<file path="src/rtl/alu_exec_pkg.sv">
// Shared constants for the execute stage: opcodes, FSM states, flag bit
// positions and register-file addresses.
package alu_exec_pkg;

    // Opcodes; 0xC..0xF (and 0xB when the multiplier is not built) are NOPs
    localparam logic [3:0] OP_ADD = 4'h0;
    localparam logic [3:0] OP_SUB = 4'h1;
    localparam logic [3:0] OP_AND = 4'h2;
    localparam logic [3:0] OP_OR  = 4'h3;
    localparam logic [3:0] OP_XOR = 4'h4;
    localparam logic [3:0] OP_SHL = 4'h5;
    localparam logic [3:0] OP_SHR = 4'h6;
    localparam logic [3:0] OP_MOV = 4'h7;
    localparam logic [3:0] OP_INC = 4'h8;
    localparam logic [3:0] OP_DEC = 4'h9;
    localparam logic [3:0] OP_CMP = 4'hA;
    localparam logic [3:0] OP_MUL = 4'hB;

    typedef enum logic [1:0] {
        S_IDLE = 2'd0,
        S_WB   = 2'd1,
        S_MUL  = 2'd2
    } state_t;

    // Bit positions inside flags = {N,V,C,Z}
    localparam int FLG_Z = 0;
    localparam int FLG_C = 1;
    localparam int FLG_V = 2;
    localparam int FLG_N = 3;

    localparam logic [2:0] REG_A  = 3'd0;
    localparam logic [2:0] REG_X  = 3'd1;
    localparam logic [2:0] REG_Y  = 3'd2;
    localparam logic [2:0] REG_Z  = 3'd3;
    localparam logic [2:0] REG_SP = 4'd4;

endpackage

</file>
<file path="src/rtl/alu_exec_unit_mul.sv">
// shift_add_mul8: 8x8 -> 16 bit sequential multiplier, one shift-add step per
// cycle for 8 cycles. A start pulse while idle loads the operands; done is
// high during the last step, with product already holding the final value.
module shift_add_mul8 (
    input  logic        clk,
    input  logic        reset,
    input  logic        start,
    input  logic [7:0]  a,
    input  logic [7:0]  b,
    output logic        done,
    output logic [15:0] product
);
    logic        active;
    logic [3:0]  cnt;
    logic [15:0] acc;
    logic [15:0] mcand;
    logic [7:0]  mplier;

    // Accumulator after the current step; on the last step this is the product
    always_comb begin
        product = acc + (mplier[0] ? mcand : 16'h0000);
        done    = active && (cnt == 4'd7);
    end

    // Operand load on start, then shift multiplicand left / multiplier right
    always_ff @(posedge clk) begin
        if (reset) begin
            active <= 1'b0;
            cnt    <= 4'd0;
            acc    <= 16'h0000;
            mcand  <= 16'h0000;
            mplier <= 8'h00;
        end else if (active) begin
            acc    <= product;
            mcand  <= mcand << 1;
            mplier <= mplier >> 1;
            if (cnt == 4'd7) begin
                active <= 1'b0;
                cnt    <= 4'd0;
            end else begin
                cnt <= cnt + 4'd1;
            end
        end else if (start) begin
            active <= 1'b1;
            cnt    <= 4'd0;
            acc    <= 16'h0000;
            mcand  <= {8'h00, a};
            mplier <= b;
        end
    end

endmodule

</file>
<file path="src/rtl/alu_exec_unit.sv">
// alu_exec_unit: execute stage between register-file reads and write-back.
// Single-cycle ops write back one cycle after acceptance. Build with
// ALU_EXEC_MUL_EN defined to enable the 8-cycle multiply on opcode 0xB;
// without it 0xB is a NOP and busy is tied low.
module alu_exec_unit #(
    parameter int DATA_W   = 8,
    parameter int ADDR_W   = 3,
    parameter int NUM_REGS = 5
) (
    input  logic              clk,
    input  logic              reset,
    input  logic              issue_valid,
    output logic              issue_ready,
    input  logic [3:0]        opcode,
    input  logic [ADDR_W-1:0] dest_addr,
    input  logic [DATA_W-1:0] src_a,
    input  logic [DATA_W-1:0] src_b,
    output logic [ADDR_W-1:0] write_addr,
    output logic [DATA_W-1:0] write_data,
    output logic              write_enable,
    output logic [3:0]        flags,
    output logic              busy,
    output logic [1:0]        dbg_state
);
    import alu_exec_pkg::*;

    localparam int MSB = DATA_W - 1;
    localparam logic [ADDR_W:0] REG_LIMIT = (ADDR_W + 1)'(NUM_REGS);

    // Handshake: an op transfers on a rising edge where issue_valid and
    // issue_ready are both high; operands are only sampled at that edge and
    // upstream must hold the op steady while issue_ready is low.
    state_t            state;
    logic              accept;
    logic              dest_ok;
    logic [DATA_W-1:0] opnd_b;
    logic [DATA_W:0]   sum_ext;
    logic [DATA_W:0]   diff_ext;
    logic [DATA_W-1:0] alu_res;
    logic              alu_c;
    logic              alu_v;
    logic              alu_wr;
    logic              alu_upd;
    logic [3:0]        alu_flags;

    assign issue_ready = (state != S_MUL);
    assign accept      = issue_valid && issue_ready;
    assign dest_ok     = ({1'b0, dest_addr} < REG_LIMIT);
    assign dbg_state   = state;

`ifdef ALU_EXEC_MUL_EN
    logic              mul_done;
    logic [15:0]       mul_product;
    logic [ADDR_W-1:0] mul_dest;
    logic              mul_dest_ok;

    assign busy        = (state == S_MUL);
    assign mul_dest_ok = ({1'b0, mul_dest} < REG_LIMIT);

    shift_add_mul8 u_mul (
        .clk     (clk),
        .reset   (reset),
        .start   (accept && (opcode == OP_MUL)),
        .a       (src_a),
        .b       (src_b),
        .done    (mul_done),
        .product (mul_product)
    );
`else
    assign busy = 1'b0;
`endif

    // Single-cycle datapath: result, flags and write/flag-update decode.
    // Logic ops and MOV clear C; only the arithmetic ops can set V.
    always_comb begin
        opnd_b    = (opcode == OP_INC || opcode == OP_DEC)
                    ? {{(DATA_W-1){1'b0}}, 1'b1} : src_b;
        sum_ext   = {1'b0, src_a} + {1'b0, opnd_b};
        diff_ext  = {1'b0, src_a} - {1'b0, opnd_b};
        alu_res   = '0;
        alu_c     = 1'b0;
        alu_v     = 1'b0;
        alu_wr    = 1'b1;
        alu_upd   = 1'b1;
        case (opcode)
            OP_ADD, OP_INC: begin
                alu_res = sum_ext[MSB:0];
                alu_c   = sum_ext[DATA_W];
                alu_v   = (src_a[MSB] == opnd_b[MSB]) && (alu_res[MSB] != src_a[MSB]);
            end
            OP_SUB, OP_DEC, OP_CMP: begin
                alu_res = diff_ext[MSB:0];
                alu_c   = diff_ext[DATA_W];
                alu_v   = (src_a[MSB] != opnd_b[MSB]) && (alu_res[MSB] != src_a[MSB]);
                alu_wr  = (opcode != OP_CMP);
            end
            OP_AND: alu_res = src_a & src_b;
            OP_OR:  alu_res = src_a | src_b;
            OP_XOR: alu_res = src_a ^ src_b;
            OP_SHL: begin
                alu_res = {src_a[MSB-1:0], 1'b0};
                alu_c   = src_a[MSB];
            end
            OP_SHR: begin
                alu_res = {1'b0, src_a[MSB:1]};
                alu_c   = src_a[0];
            end
            OP_MOV: alu_res = src_a;
            default: begin
                alu_wr  = 1'b0;
                alu_upd = 1'b0;
            end
        endcase
        alu_flags        = 4'b0000;
        alu_flags[FLG_N] = alu_res[MSB];
        alu_flags[FLG_V] = alu_v;
        alu_flags[FLG_C] = alu_c;
        alu_flags[FLG_Z] = (alu_res == '0);
    end

    // Control FSM with registered write-back port and flags
    always_ff @(posedge clk) begin
        if (reset) begin
            state        <= S_IDLE;
            write_enable <= 1'b0;
            write_addr   <= '0;
            write_data   <= '0;
            flags        <= 4'b0000;
`ifdef ALU_EXEC_MUL_EN
            mul_dest     <= '0;
`endif
        end else begin
            write_enable <= 1'b0;
            case (state)
                S_IDLE, S_WB: begin
                    if (accept) begin
`ifdef ALU_EXEC_MUL_EN
                        if (opcode == OP_MUL) begin
                            state    <= S_MUL;
                            mul_dest <= dest_addr;
                        end else
`endif
                        begin
                            state <= S_WB;
                            if (alu_wr && dest_ok) begin
                                write_enable <= 1'b1;
                                write_addr   <= dest_addr;
                                write_data   <= alu_res;
                            end
                            if (alu_upd) begin
                                flags <= alu_flags;
                            end
                        end
                    end else begin
                        state <= S_IDLE;
                    end
                end
`ifdef ALU_EXEC_MUL_EN
                S_MUL: begin
                    if (mul_done) begin
                        state <= S_WB;
                        if (mul_dest_ok) begin
                            write_enable <= 1'b1;
                            write_addr   <= mul_dest;
                            write_data   <= mul_product[MSB:0];
                        end
                        flags        <= 4'b0000;
                        flags[FLG_N] <= mul_product[MSB];
                        flags[FLG_C] <= (mul_product[15:8] != 8'h00);
                        flags[FLG_Z] <= (mul_product[MSB:0] == '0);
                    end
                end
`endif
                default: state <= S_IDLE;
            endcase
        end
    end

endmodule

</file>
<file path="config.mk">
export PLATFORM = sky130hd
export DESIGN_NAME = alu_exec_unit
export DESIGN_NICKNAME = d
export VERILOG_FILES = /design/src/rtl/alu_exec_pkg.sv /design/src/rtl/alu_exec_unit_mul.sv /design/src/rtl/alu_exec_unit.sv
export SDC_FILE = /design/constraint.sdc
export NUM_CORES = 1
export LEC_CHECK = 0
export CAP_MARGIN = 5
export CORE_MARGIN = 2
export CORE_UTILIZATION = 57
export DETAILED_ROUTE_END_ITERATION = 16
export PLACE_DENSITY = 0.88
export SETUP_SLACK_MARGIN = 0.1
export SKIP_CTS_REPAIR_TIMING = 1
export SLEW_MARGIN = 20
export SYNTH_ARGS = -nofsm -noshare
export SYNTH_HDL_FRONTEND = slang
export SYNTH_SLANG_ARGS = --single-unit
</file>
<file path="constraint.sdc">
create_clock -name clk -period 9.7 [get_ports clk]
set_input_delay 1.94 -clock clk [delete_from_list [all_inputs] [get_ports clk]]
set_output_delay 1.94 -clock clk [all_outputs]
set_load 0.02 [all_outputs]
</file>
Yosys cells after proc, flatten, opt, wreduce, memory -nomap -nowiden
Cells that the tools add are included.
- $add $sub $neg: 2
- multipliers: 0
- div/mod/pow operators: 0
- $lt $le $gt $ge: 1
- eq/ne operators: 17
- shifts and indexed selects: 0
- mux-type cells: 8
- bitwise gates (word level): 5
- reductions and logical operators: 17
- operators with widths (kind ; count):
    one-hot mux 8 bit (8 select lines) ; 1
    equality test 4 x 3 -> 1 bit (second input constant) ; 4
    equality test 4 bit (second input constant) ; 3
    OR reduction 11 bit ; 1
    adder 8 x 8 -> 9 bit ; 1
    subtractor 8 x 8 -> 9 bit ; 1
    AND 8 bit ; 1
    equality test 4 x 2 -> 1 bit (second input constant) ; 2
    logical NOT 8 bit ; 1
    2-to-1 mux 8 bit ; 1
    bitwise OR 8 bit ; 1
    OR reduction 8 bit ; 1
    bitwise XOR 8 bit ; 1
    AND reduction 3 bit ; 2
    OR reduction 2 bit ; 3
    OR reduction 3 bit ; 2
    equality test 4 x 1 -> 1 bit (second input constant) ; 1
    logical AND 1 bit ; 4
    logical NOT 4 bit ; 1
    != test 4 bit (second input constant) ; 1
    one-hot mux 1 bit (2 select lines) ; 2
    one-hot mux 1 bit (4 select lines) ; 1
    less-than comparator 3 bit (second input constant) ; 1
    2-to-1 mux 1 bit ; 3
    7 further kinds ; 10
- register bits after elaboration: 18
- bits in latches: 0
- RAM bits: 0
- memory bits (read-only): 0
- output and inout port bits: 20
- word-level logic and storage cells: 55
- memories: 0

Depth between registers and ports, before layout
Gate-level depths: netlist of the first run.
- depth after elaboration: 7
- mapped depth: 16
- gate-level depth less buffers: 13

Least setup slack after synthesis of the first run
Ideal clock, no wire load.
- kind: input to register
- from: input opcode[2]
- to: register flags[0]
- arrival: 4.435 ns
- path slack: 5.149 ns
- stages: 15
- cell sequence: buf_4 > buf_6 > buf_6 > nor2_1 > nand2_1 > nand2_1 > ha_1 > fa_1 > nor2b_1 > o31ai_1 > nor2_1 > o21bai_1 > a221oi_1 > a41o_1 > a31o_1
- word-level cells in the longest chain between the ends: 6
- elaborated cells between the ends (all ways): 22
- RTL lines (item ; line ; RTL):
    from (decl) ; alu_exec_unit.sv:14 ; input logic [3:0] opcode,
    equality test 4 bit ; alu_exec_unit.sv:76, alu_exec_unit.sv:85 ;
    logical OR 1 bit ; alu_exec_unit.sv:76 ; opnd_b = (opcode == OP_INC || opcode == OP_DEC)
    2-to-1 mux 8 bit ; alu_exec_unit.sv:77 ; ? {{(DATA_W-1){1'b0}}, 1'b1} : src_b;
    subtractor 8 x 8 -> 9 bit or adder 8 x 8 -> 9 bit (tied branches) ; alu_exec_unit.sv:79, alu_exec_unit.sv:78 ;
    one-hot mux 8 bit (8 select lines) ; alu_exec_unit.sv:85 ; case (opcode)
    logical NOT 8 bit ; alu_exec_unit.sv:118 ; alu_flags[FLG_Z] = (alu_res == '0);
    to (signal assigned) ; alu_exec_unit.sv:151 ; flags <= alu_flags;
    to (decl) ; alu_exec_unit.sv:21 ; output logic [3:0] flags,
Several ways; a longest one is shown, not always the timed one.
A chain may end at the register's enable or synchronous reset.

Worst setup path in the final report of the first run
- from: input opcode[1]
- to: register flags[0]
The elaborated chain is that of the path after synthesis.

==> metrics, run 1 <==
status=completed; RSZ-0062 raised after global routing=false; library cells used by synthesis=61; final setup margin=4.66 ns; cell area after synthesis=2410 sq um; Async S/R FF share, synth=0%; count of state elements after synthesis=17; Max Clock Skew=0 ns; CP Cell Sequence=clkdlybuf4s50_1 > buf_4 > nor2_1 > nand2_1 > nand2_1 > ha_1 > fa_1 > nor2b_1 > o31ai_1 > nor2_1 > o21bai_1 > a221oi_1 > a41o_1 > a31o_1; CP Class=in2reg; crit path capture=flags[0]$_SDFFE_PP0P_; Slew Limit Fails=0; Initial DRC Count=323; Total GRT Usage=26.5%; vias in the first global route=1988; clk buf depth=2; antenna fix cells=0; DRC=0; Worst R2R Setup Slack=8.97 ns; Post-synth EDFFs=0; global placer's final weighted congestion=0.975; Max FO, Critical Path=33; root cell of the clock tree=clkbuf_8; CTS sink cnt=17; Reg clk slew, reported paths=0.07 ns; Critical Path Max Stage Delay=0.45 ns; largest net degree at the start of global routing=34; FP Rows=23; Cells after Synth=317; Finished Layout Cells=399; utilization after layout=70.1%; Avg Cell Area, Syn=7.59 sq um; peak supply drop=0.0699 mV; TritonCTS clock tree=done; Max-slew headroom=38.6%; main flop type after synthesis=dfxtp_1; final wirelength=6260 um; pre-CTS WS=4.45 ns; Initial Util=59.7%; post-synth top area share=18.2%; Setup-failing EPs final=0; Die Width=69.0 um; worst reg2reg path depth=2; global-route wire length before repair=9520 um; layout cell share with drive strength beyond 1=5.16%; reg2reg start=write_addr[0]$_SDFFE_PP0P_; Clk Latency, worst-skew pair=0.25 ns; Final HPWL DP=4890 um; max frequency=199 MHz; core area=4030 sq um; hold_ws=0.460 ns; element type at the critical path start=input port; Synth Warn #=0; Pleak=1.24 nW; Die Height=69.0 um; io pins=46; Detailed Routing Iterations Pass 1=7; Worst setup EP type=register; number of buffers added on ports=42; critical path data arrival time=5.18 ns; post-layout min period=5.04 ns; Crit path required time=9.85 ns; WL/cell=15.7 um; PD cells=90.4 nW/um^2; Hold WC Path Type=reg2reg; number of CTS-inserted buffers=3; grt ovf=0; Via-to-Cell Ratio=6.06; Synth area leaders=ha_1 (18%), dfxtp_1 (14%), nor2_1 (5.0%); die area=4760 sq um; initial antenna violation count=0; Post-Place Cells=395; Final Hold Fails=0; sequential area share after synthesis=14.1%; crit share post-route=51.9%; synthesis-to-finish area growth=17.4%; setup TNS=0 ns; CP max-delay cell=clkdlybuf4s50_1; Worst-Margin Slew=0.918 ns; Post-DRT Antenna Nets=0; crit path from=opcode[1]; fin nets=413; H-tree levels=1; cell taking the most area after synthesis=ha_1; RR Endpoint=write_addr[0]$_SDFFE_PP0P_; Vias=2416; Max-cap violations=0
[power breakdown]
| group | switching [mW] | total (mW) | internal (mW) |
|---|---|---|---|
| sequential | 0.00219 | 0.0762 | 0.0740 |
| clock | 0.0235 | 0.0527 | 0.0291 |
| combinational | 0.0722 | 0.126 | 0.0542 |
| total | 0.0980 | 0.255 | 0.157 |
[cells by family (layout without fill, tap and decap cells)]
kind of cell	count (synthesis)	in the layout	synth area share (%)
AO/OA/AOI/OAI	88	88	26.4
XOR/XNOR	6	6	2.18
adder cells (fa/ha/maj)	37	37	19.9
buffers and inverters	49	80	10.3
flip-flops	17	17	14.1
multiplexers	8	8	3.85
other	2	3	0.312
AND/OR/NAND/NOR	110	110	22.9
[synth_stat cells (4+ instances only)]
library cell / n
nor2b_1: 12
nand2_1: 23
nand3b_1: 8
mux2i_1: 7
a211oi_1: 6
nor2_1: 32
inv_1: 30
o21ai_1: 5
ha_1: 35
nand3_1: 10
o21ai_0: 15
buf_4: 8
dfxtp_1: 17
a21oi_1: 16
buf_2: 4
o21a_1: 4
nor3_1: 7
buf_6: 4
nand2b_1: 5
and2_1: 4
[per-stage QoR]
stage	power (mW)	cell area, sq um
after floorplan	0.163	2410
after global placement	0.200	2780
after detailed placement	0.202	2780
after CTS	0.255	2820
after global routing	0.271	2820
final	0.255	2820
[sequential cells by signal, summed over array words and instances (netlist names)]
name / flops
write_data: 8
flags: 4
write_addr: 3
dbg_state: 1
write_enable: 1
[worst max-delay path: cells and delay by family]
family	cells	cell delay, ns
buf+inv	2	0.74
fa+ha+maj	2	0.62
simple gates	5	0.69
compound gates	5	1.17
[cells in the final DEF (no fill, tap or decap), types with 10 or more instances in the layout]
cell type,netlist,final
nand2_1,23,23
ha_1,35,35
clkdlybuf4s50_1,0,42
a21oi_1,16,16
o21ai_0,15,15
nor2_1,32,32
nor2b_1,12,12
dfxtp_1,17,17
nand3_1,10,10
inv_1,30,30
[per-layer routing]
metal  vias up  wire length (um)  global-route usage [%]
met5         -                 0                       0
met4         0               104                    4.66
met3        15               529                    3.73
met2       133              2780                    42.1
met1      1084              2840                    38.2
li1       1184                 -                       -
[worst min-delay path by stage]
stage | slack (ns) | start | to | depth (start not counted)
after CTS | 0.46 | flags[1]$_SDFFE_PP0P_ | flags[1]$_SDFFE_PP0P_ | 2
after detailed placement | 0.45 | flags[1]$_SDFFE_PP0P_ | flags[1]$_SDFFE_PP0P_ | 2
after global placement | 0.45 | flags[1]$_SDFFE_PP0P_ | flags[1]$_SDFFE_PP0P_ | 2
after global routing | 0.49 | flags[1]$_SDFFE_PP0P_ | flags[1]$_SDFFE_PP0P_ | 2
final | 0.46 | flags[1]$_SDFFE_PP0P_ | flags[1]$_SDFFE_PP0P_ | 2
after floorplan | 0.53 | flags[1]$_SDFFE_PP0P_ | flags[1]$_SDFFE_PP0P_ | 2
[layout make-up]
type                            count  area, sq um
Clock buffer                        4         45.0
Inverter                           32          120
Fill cell                         334         1200
Sequential cell                    17          340
Tap cell                           50         62.6
Multi-Input combinational cell    252         1820
Timing Repair Buffer               44          435
(Power assumes the default switching activity.)
==> run 2, diff against run 1 <==
--- a/config.mk
+++ b/config.mk
@@ -7,9 +7,9 @@
 export LEC_CHECK = 0
 export CAP_MARGIN = 5
 export CORE_MARGIN = 2
-export CORE_UTILIZATION = 57
+export CORE_UTILIZATION = 48
 export DETAILED_ROUTE_END_ITERATION = 16
-export PLACE_DENSITY = 0.88
+export PLACE_DENSITY = 0.8
 export SETUP_SLACK_MARGIN = 0.1
 export SKIP_CTS_REPAIR_TIMING = 1
 export SLEW_MARGIN = 20
==> constraint.sdc (replaced) <==
create_clock -name clk -period 4.15 [get_ports clk]
set_input_delay 0.83 -clock clk [delete_from_list [all_inputs] [get_ports clk]]
set_output_delay 0.83 -clock clk [all_outputs]
set_load 0.02 [all_outputs]
==> run 2 against run 1 <==
Total power grew 130%. Count of clock-buffer cells in the layout unchanged. First-iteration DRC count is 41% lower. Critical path type unchanged. Largest power group unchanged. Highest routed layer unchanged.
==> metrics, run 2 (synthesis results as in run 1) <==
core area=4790 sq um (was 4030 sq um); Die Height=74.8 um (was 69.0 um); Via-to-Cell Ratio=5.65 (was 6.06); PD cells=208 nW/um^2 (was 90.4 nW/um^2); Final Instance Area=2880 sq um (was 2820 sq um); Crit path required time=4.30 ns (was 9.85 ns); total power=0.598 mW (was 0.255 mW); DRC=0 (unchanged); WL/cell=15.1 um (was 15.7 um); max frequency=289 MHz; grt met2 use=38.8% (was 42.1%); Max-cap violations=0 (unchanged); leading cell type in the layout, fill and taps excluded=clkdlybuf4s50_1 (unchanged); Max FO, Critical Path=4 (was 33); io pins=46 (unchanged); CP max-delay cell=clkdlybuf4s50_1 (unchanged); status=completed (unchanged); Slew Limit Fails=0 (unchanged); Total GRT Usage=23.7% (was 26.5%); Max Clock Skew=0 ns (unchanged); Hold WC Path Type=reg2reg (unchanged); Vias=2373 (was 2416); most frequent cells in the layout=clkdlybuf4s50_1 (42), ha_1 (35), nor2_1 (32) (unchanged); FP Rows=25 (was 23); Setup-failing EPs final=0 (unchanged); die area=5600 sq um (was 4760 sq um); Placed Area=2830 sq um (was 2780 sq um); Detailed Routing Iterations Pass 1=4 (was 7); layout cell share with drive strength beyond 1=6.23% (was 5.16%); element type at the critical path start=input port (unchanged); Final Hold Fails=0 (unchanged); synthesis-to-finish area growth=19.5% (was 17.4%); Die Width=74.8 um (was 69.0 um); Largest register FFs=8 (unchanged); final wirelength=6340 um (was 6260 um); global-route wire length before repair=10300 um (was 9520 um); Post-DRT Antenna Nets=0 (unchanged); final setup margin=0.689 ns (was 4.66 ns); initial antenna violation count=0 (unchanged); pre-CTS WS=0.474 ns (was 4.45 ns); CP Buf/Inv Count=1 (was 2); H-tree levels=1 (unchanged); CP Class=in2reg (unchanged); Reg clk slew, reported paths=0.07 ns (about the same); Critical Path Max Stage Delay=0.50 ns (was 0.45 ns); Worst setup EP type=register (unchanged); number of buffers added on ports=42 (unchanged); largest net degree at the start of global routing=33 (was 34); antenna fix cells=0 (unchanged); TritonCTS clock tree=done (unchanged); Reg with most FFs=write_data (unchanged); Final HPWL DP=5020 um (was 4890 um); clk buf depth=2 (unchanged); fin nets=417 (was 413); critical path data arrival time=3.61 ns (was 5.18 ns); crit share post-route=83.4%; CP Cell Sequence=clkdlybuf4s50_1 > nor2_1 > nand2_1 > nand2_1 > ha_1 > fa_1 > nor2b_1 > o31ai_1 > nor2_1 > o21bai_1 > a221oi_1 > a41o_1 > a31o_1 (was clkdlybuf4s50_1 > buf_4 > nor2_1 > nand2_1 > nand2_1 > ha_1 > fa_1 > nor2b_1 > o31ai_1 > nor2_1 > o21bai_1 > a221oi_1 > a41o_1 > a31o_1); setup TNS=0 ns (unchanged); Clk Latency, worst-skew pair=0.25 ns (about the same); Initial DRC Count=189 (was 323); Max-slew headroom=51.4% (was 38.6%); Pleak=1.26 nW (was 1.24 nW); top flop regs=write_data: 8 flops, flags: 4 flops, write_addr: 3 flops (unchanged); number of CTS-inserted buffers=3 (unchanged); Top delay family on crit path=compound AO/OA/AOI/OAI gates (unchanged); peak supply drop=0.114 mV (was 0.0699 mV); Most Crowded Layer GR=met2 (unchanged); root cell of the clock tree=clkbuf_8 (unchanged); grt ovf=0 (unchanged); met1 usage=32.4% (was 38.2%); Worst-Margin Slew=0.729 ns (was 0.918 ns); vias in the first global route=2249 (was 1988); global placer's final weighted congestion=0.883 (was 0.975); post-layout min period=3.46 ns; CTS sink cnt=17 (unchanged); RSZ-0062 raised after global routing=false (unchanged); Initial Util=50.3% (was 59.7%); met3 Track Usage GR=3.35% (was 3.73%)
run 2: metal layers:
layer,vias to the layer above,wire [um]
met3,13,399
met1,1093,2840
li1,1193,-
met5,-,0
met4,0,136
met2,74,2970
run 2: final timing paths:
kind,start,to,slack [ns],depth (start not counted)
worst min register to register,flags[1]$_SDFFE_PP0P_,flags[1]$_SDFFE_PP0P_,0.47,2
worst max-delay path,opcode[2],flags[0]$_SDFFE_PP0P_,0.69,13
worst max register to register,flags[2]$_SDFFE_PP0P_,flags[2]$_SDFFE_PP0P_,3.43,2
worst min-delay path,flags[1]$_SDFFE_PP0P_,flags[1]$_SDFFE_PP0P_,0.47,2
run 2: per-stage QoR:
stage | cells | utilization (%) | hold WS, ns
2_1_floorplan | 318 | - | 0.525
3_3_place_gp | 416 | 59.1 | 0.443
3_5_place_dp | 416 | 59.1 | 0.462
4_1_cts | 420 | 60.1 | 0.476
5_1_grt | 420 | 60.1 | 0.497
6_report | 420 | 60.1 | 0.470
run 2: report_power, final:
| part | internal (mW) | switching (mW) |
|---|---|---|
| combinational | 0.128 | 0.167 |
| sequential | 0.173 | 0.00468 |
| clock | 0.0683 | 0.0563 |
| total | 0.370 | 0.228 |
run 2: layout make-up:
type                       instances  area, sq um
multi-input combinational        252         1820
clock buffer                       4         45.0
inverter                          32          120
tap                               67         83.8
sequential                        17          340
fill                             444         1910
timing repair buffer              48          465
run 2: worst register-to-register path: cells and delay by family (launching register included):
family	cells	cell delay, ns
compound gates	1	0.24
flops	1	0.33
simple gates	1	0.05
==> run 3, diff against run 2 <==
==> constraint.sdc (replaced) <==
create_clock -name clk -period 3.1 [get_ports clk]
set_input_delay 0.62 -clock clk [delete_from_list [all_inputs] [get_ports clk]]
set_output_delay 0.62 -clock clk [all_outputs]
set_load 0.02 [all_outputs]
==> run 3 against run 2 <==
Total power increased by 52%. Worst hold slack got worse by 0.020 ns. Highest routed layer unchanged. Routed wire length up 13%. Via count is 9.3% higher. Die area is the same. Setup slack worse by 0.47 ns. Clock skew unchanged.
==> metrics, run 3 (synthesis results as in run 1) <==
status=completed (unchanged); largest net degree at the start of global routing=33 (unchanged); Slew Limit Fails=0 (unchanged); Max Clock Skew=0 ns (unchanged); post-layout min period=2.88 ns; Via-to-Cell Ratio=5.71 (was 5.65); Finished Layout Cells=454 (was 420); Worst R2R Setup Slack=2.37 ns (was 3.43 ns); hold wc startpoint=flags[1]$_SDFFE_PP0P_ (unchanged); crit share post-route=92.9%; DRC=0 (unchanged); Hold WC Path Type=reg2reg (unchanged); peak supply drop=0.164 mV (was 0.114 mV); register area=340 sq um (unchanged); Critical Path Max Stage Delay=0.51 ns (was 0.50 ns); leading cell type in the layout, fill and taps excluded=buf_4 (was clkdlybuf4s50_1); Crit path required time=3.26 ns (was 4.30 ns); H-tree levels=1 (unchanged); P_int=0.553 mW (was 0.370 mW); Initial DRC Count=227 (was 189); top flop regs=write_data: 8 flops, flags: 4 flops, write_addr: 3 flops (unchanged); Final Instance Area=3340 sq um (was 2880 sq um); # fillers=361 (was 444); Initial Util=50.3% (unchanged); Final Hold Fails=0 (unchanged); layout cell share with drive strength beyond 1=20.4% (was 6.23%); Detailed Routing Iterations Pass 1=5 (was 4); grt ovf=0 (unchanged); io pins=46 (unchanged); critical path data arrival time=3.04 ns (was 3.61 ns); Die Height=74.8 um (unchanged); Pleak=1.51 nW (was 1.26 nW); CP Buf/Inv Count=1 (unchanged); Hold Crit Depth=2 (unchanged); synthesis-to-finish area growth=38.7% (was 19.5%); core area=4790 sq um (unchanged); Max-cap violations=0 (unchanged); clk buf depth=2 (unchanged); antenna fix cells=0 (unchanged); CTS sink cnt=17 (unchanged); initial antenna violation count=0 (unchanged); root cell of the clock tree=clkbuf_8 (unchanged); Final HPWL DP=5510 um (was 5020 um); worst reg2reg path depth=2 (unchanged); global placer's final weighted congestion=0.960 (was 0.883); element type at the critical path start=input port (unchanged); Vias=2594 (was 2373); FP Rows=25 (unchanged); Worst-Margin Slew=0.705 ns (was 0.729 ns); die area=5600 sq um (unchanged); fin nets=451 (was 417); Hold Path End=flags[1]$_SDFFE_PP0P_ (unchanged); final setup margin=0.220 ns (was 0.689 ns); PD cells=272 nW/um^2 (was 208 nW/um^2); vias in the first global route=2399 (was 2249); total power=0.907 mW (was 0.598 mW); Clk pwr share=18.8% (was 20.8%); Reg with most FFs=write_data (unchanged); utilization after layout=69.8% (was 60.1%); most frequent cells in the layout=buf_4 (39), clkdlybuf4s50_1 (37), nor2_1 (32) (was clkdlybuf4s50_1 (42), ha_1 (35), nor2_1 (32)); Comb power frac=54.9% (was 49.4%); Top delay family on crit path=compound AO/OA/AOI/OAI gates (unchanged); RSZ-0062 raised after global routing=false (unchanged); Placed Area=3110 sq um (was 2830 sq um); Largest register FFs=8 (unchanged); number of CTS-inserted buffers=3 (unchanged); RR Endpoint=write_data[6]$_SDFFE_PP0P_ (was flags[2]$_SDFFE_PP0P_); Post-DRT Antenna Nets=0 (unchanged); reg2reg start=write_data[6]$_SDFFE_PP0P_ (was flags[2]$_SDFFE_PP0P_); final wirelength=7150 um (was 6340 um); Post-Place Cells=449 (was 416); CP max-delay cell=clkdlybuf4s50_1 (unchanged); WL/cell=15.8 um (was 15.1 um); fraction of power spent switching nets=39.0% (was 38.2%); CP Class=in2reg (unchanged); Max-slew headroom=53.0% (was 51.4%); sequential power share=26.3% (was 29.7%); Worst setup EP type=register (unchanged); Setup-failing EPs final=0 (unchanged); Die Width=74.8 um (unchanged); area of the multi-input gates=2000 sq um (was 1820 sq um); max frequency=347 MHz; pre-CTS WS=-0.205 ns (was 0.474 ns); global-route wire length before repair=10900 um (was 10300 um); CP Cell Sequence=clkdlybuf4s50_1 > nand2_2 > ha_1 > nor2b_1 > o31ai_4 > a21oi_2 > o311a_1 > a21boi_1 > o32a_4 > a31o_1 (was clkdlybuf4s50_1 > nor2_1 > nand2_1 > nand2_1 > ha_1 > fa_1 > nor2b_1 > o31ai_1 > nor2_1 > o21bai_1 > a221oi_1 > a41o_1 > a31o_1); Clk Latency, worst-skew pair=0.26 ns (was 0.25 ns); Total GRT Usage=24.8% (was 23.7%); switching power=0.354 mW (was 0.228 mW); TritonCTS clock tree=done (unchanged); Reg clk slew, reported paths=0.07 ns (about the same); number of buffers added on ports=42 (unchanged); Max FO, Critical Path=3 (was 4)
run 3: worst max path at each step:
| stage | startpoint | to | slack, ns | cells past startpoint |
|---|---|---|---|---|
| floorplan | opcode[2] | flags[0]$_SDFFE_PP0P_ | 0.09 | 15 |
| detailed placement | opcode[1] | flags[0]$_SDFFE_PP0P_ | -0.20 | 13 |
| CTS | opcode[1] | flags[0]$_SDFFE_PP0P_ | 0.05 | 13 |
| global placement | opcode[1] | flags[1]$_SDFFE_PP0P_ | -0.16 | 14 |
| finish | src_b[1] | flags[0]$_SDFFE_PP0P_ | 0.22 | 10 |
| global route | src_b[1] | flags[0]$_SDFFE_PP0P_ | 0.11 | 10 |
run 3: final cells by class:
type / instances / area share (%)
well taps: 67 / 2.51
inverters: 32 / 3.60
flip-flops and latches: 17 / 10.2
clock buffers: 3 / 1.24
multi-input cells: 252 / 60.0
clock inverters: 1 / 0.150
repair buffers: 82 / 22.3
run 3: worst register-to-register path, cell delays in order (launching register included):
cell and delay [ns]:
dfxtp_1 0.35, nor2_1 0.06, a211oi_2 0.24
run 3: per-stage QoR:
| stage | TNS [ns] | hold slack [ns] |
|---|---|---|
| 2_1_floorplan | 0 | 0.525 |
| 3_3_place_gp | -0.601 | 0.441 |
| 3_5_place_dp | -1.12 | 0.445 |
| 4_1_cts | 0 | 0.454 |
| 5_1_grt | 0 | 0.493 |
| 6_report | 0 | 0.450 |
run 3: metal layers:
metal | vias up | part of all wire (%) | GRT usage (%)
li1 | 1256 | - | -
met1 | 1205 | 43 | 31.9
met2 | 114 | 50 | 44.0
met3 | 19 | 4.7 | 3.35
met4 | 0 | 2.1 | 5.95
met5 | - | 0 | 0
run 3: power by group through the flow:
stage / Sequential (mW) / Combinational, mW / Clock, mW
floorplan: 0.259 / 0.254 / 0
global placement: 0.243 / 0.434 / 0
detailed placement: 0.243 / 0.446 / 0
CTS: 0.239 / 0.449 / 0.170
global route: 0.240 / 0.539 / 0.177
finish: 0.239 / 0.498 / 0.170
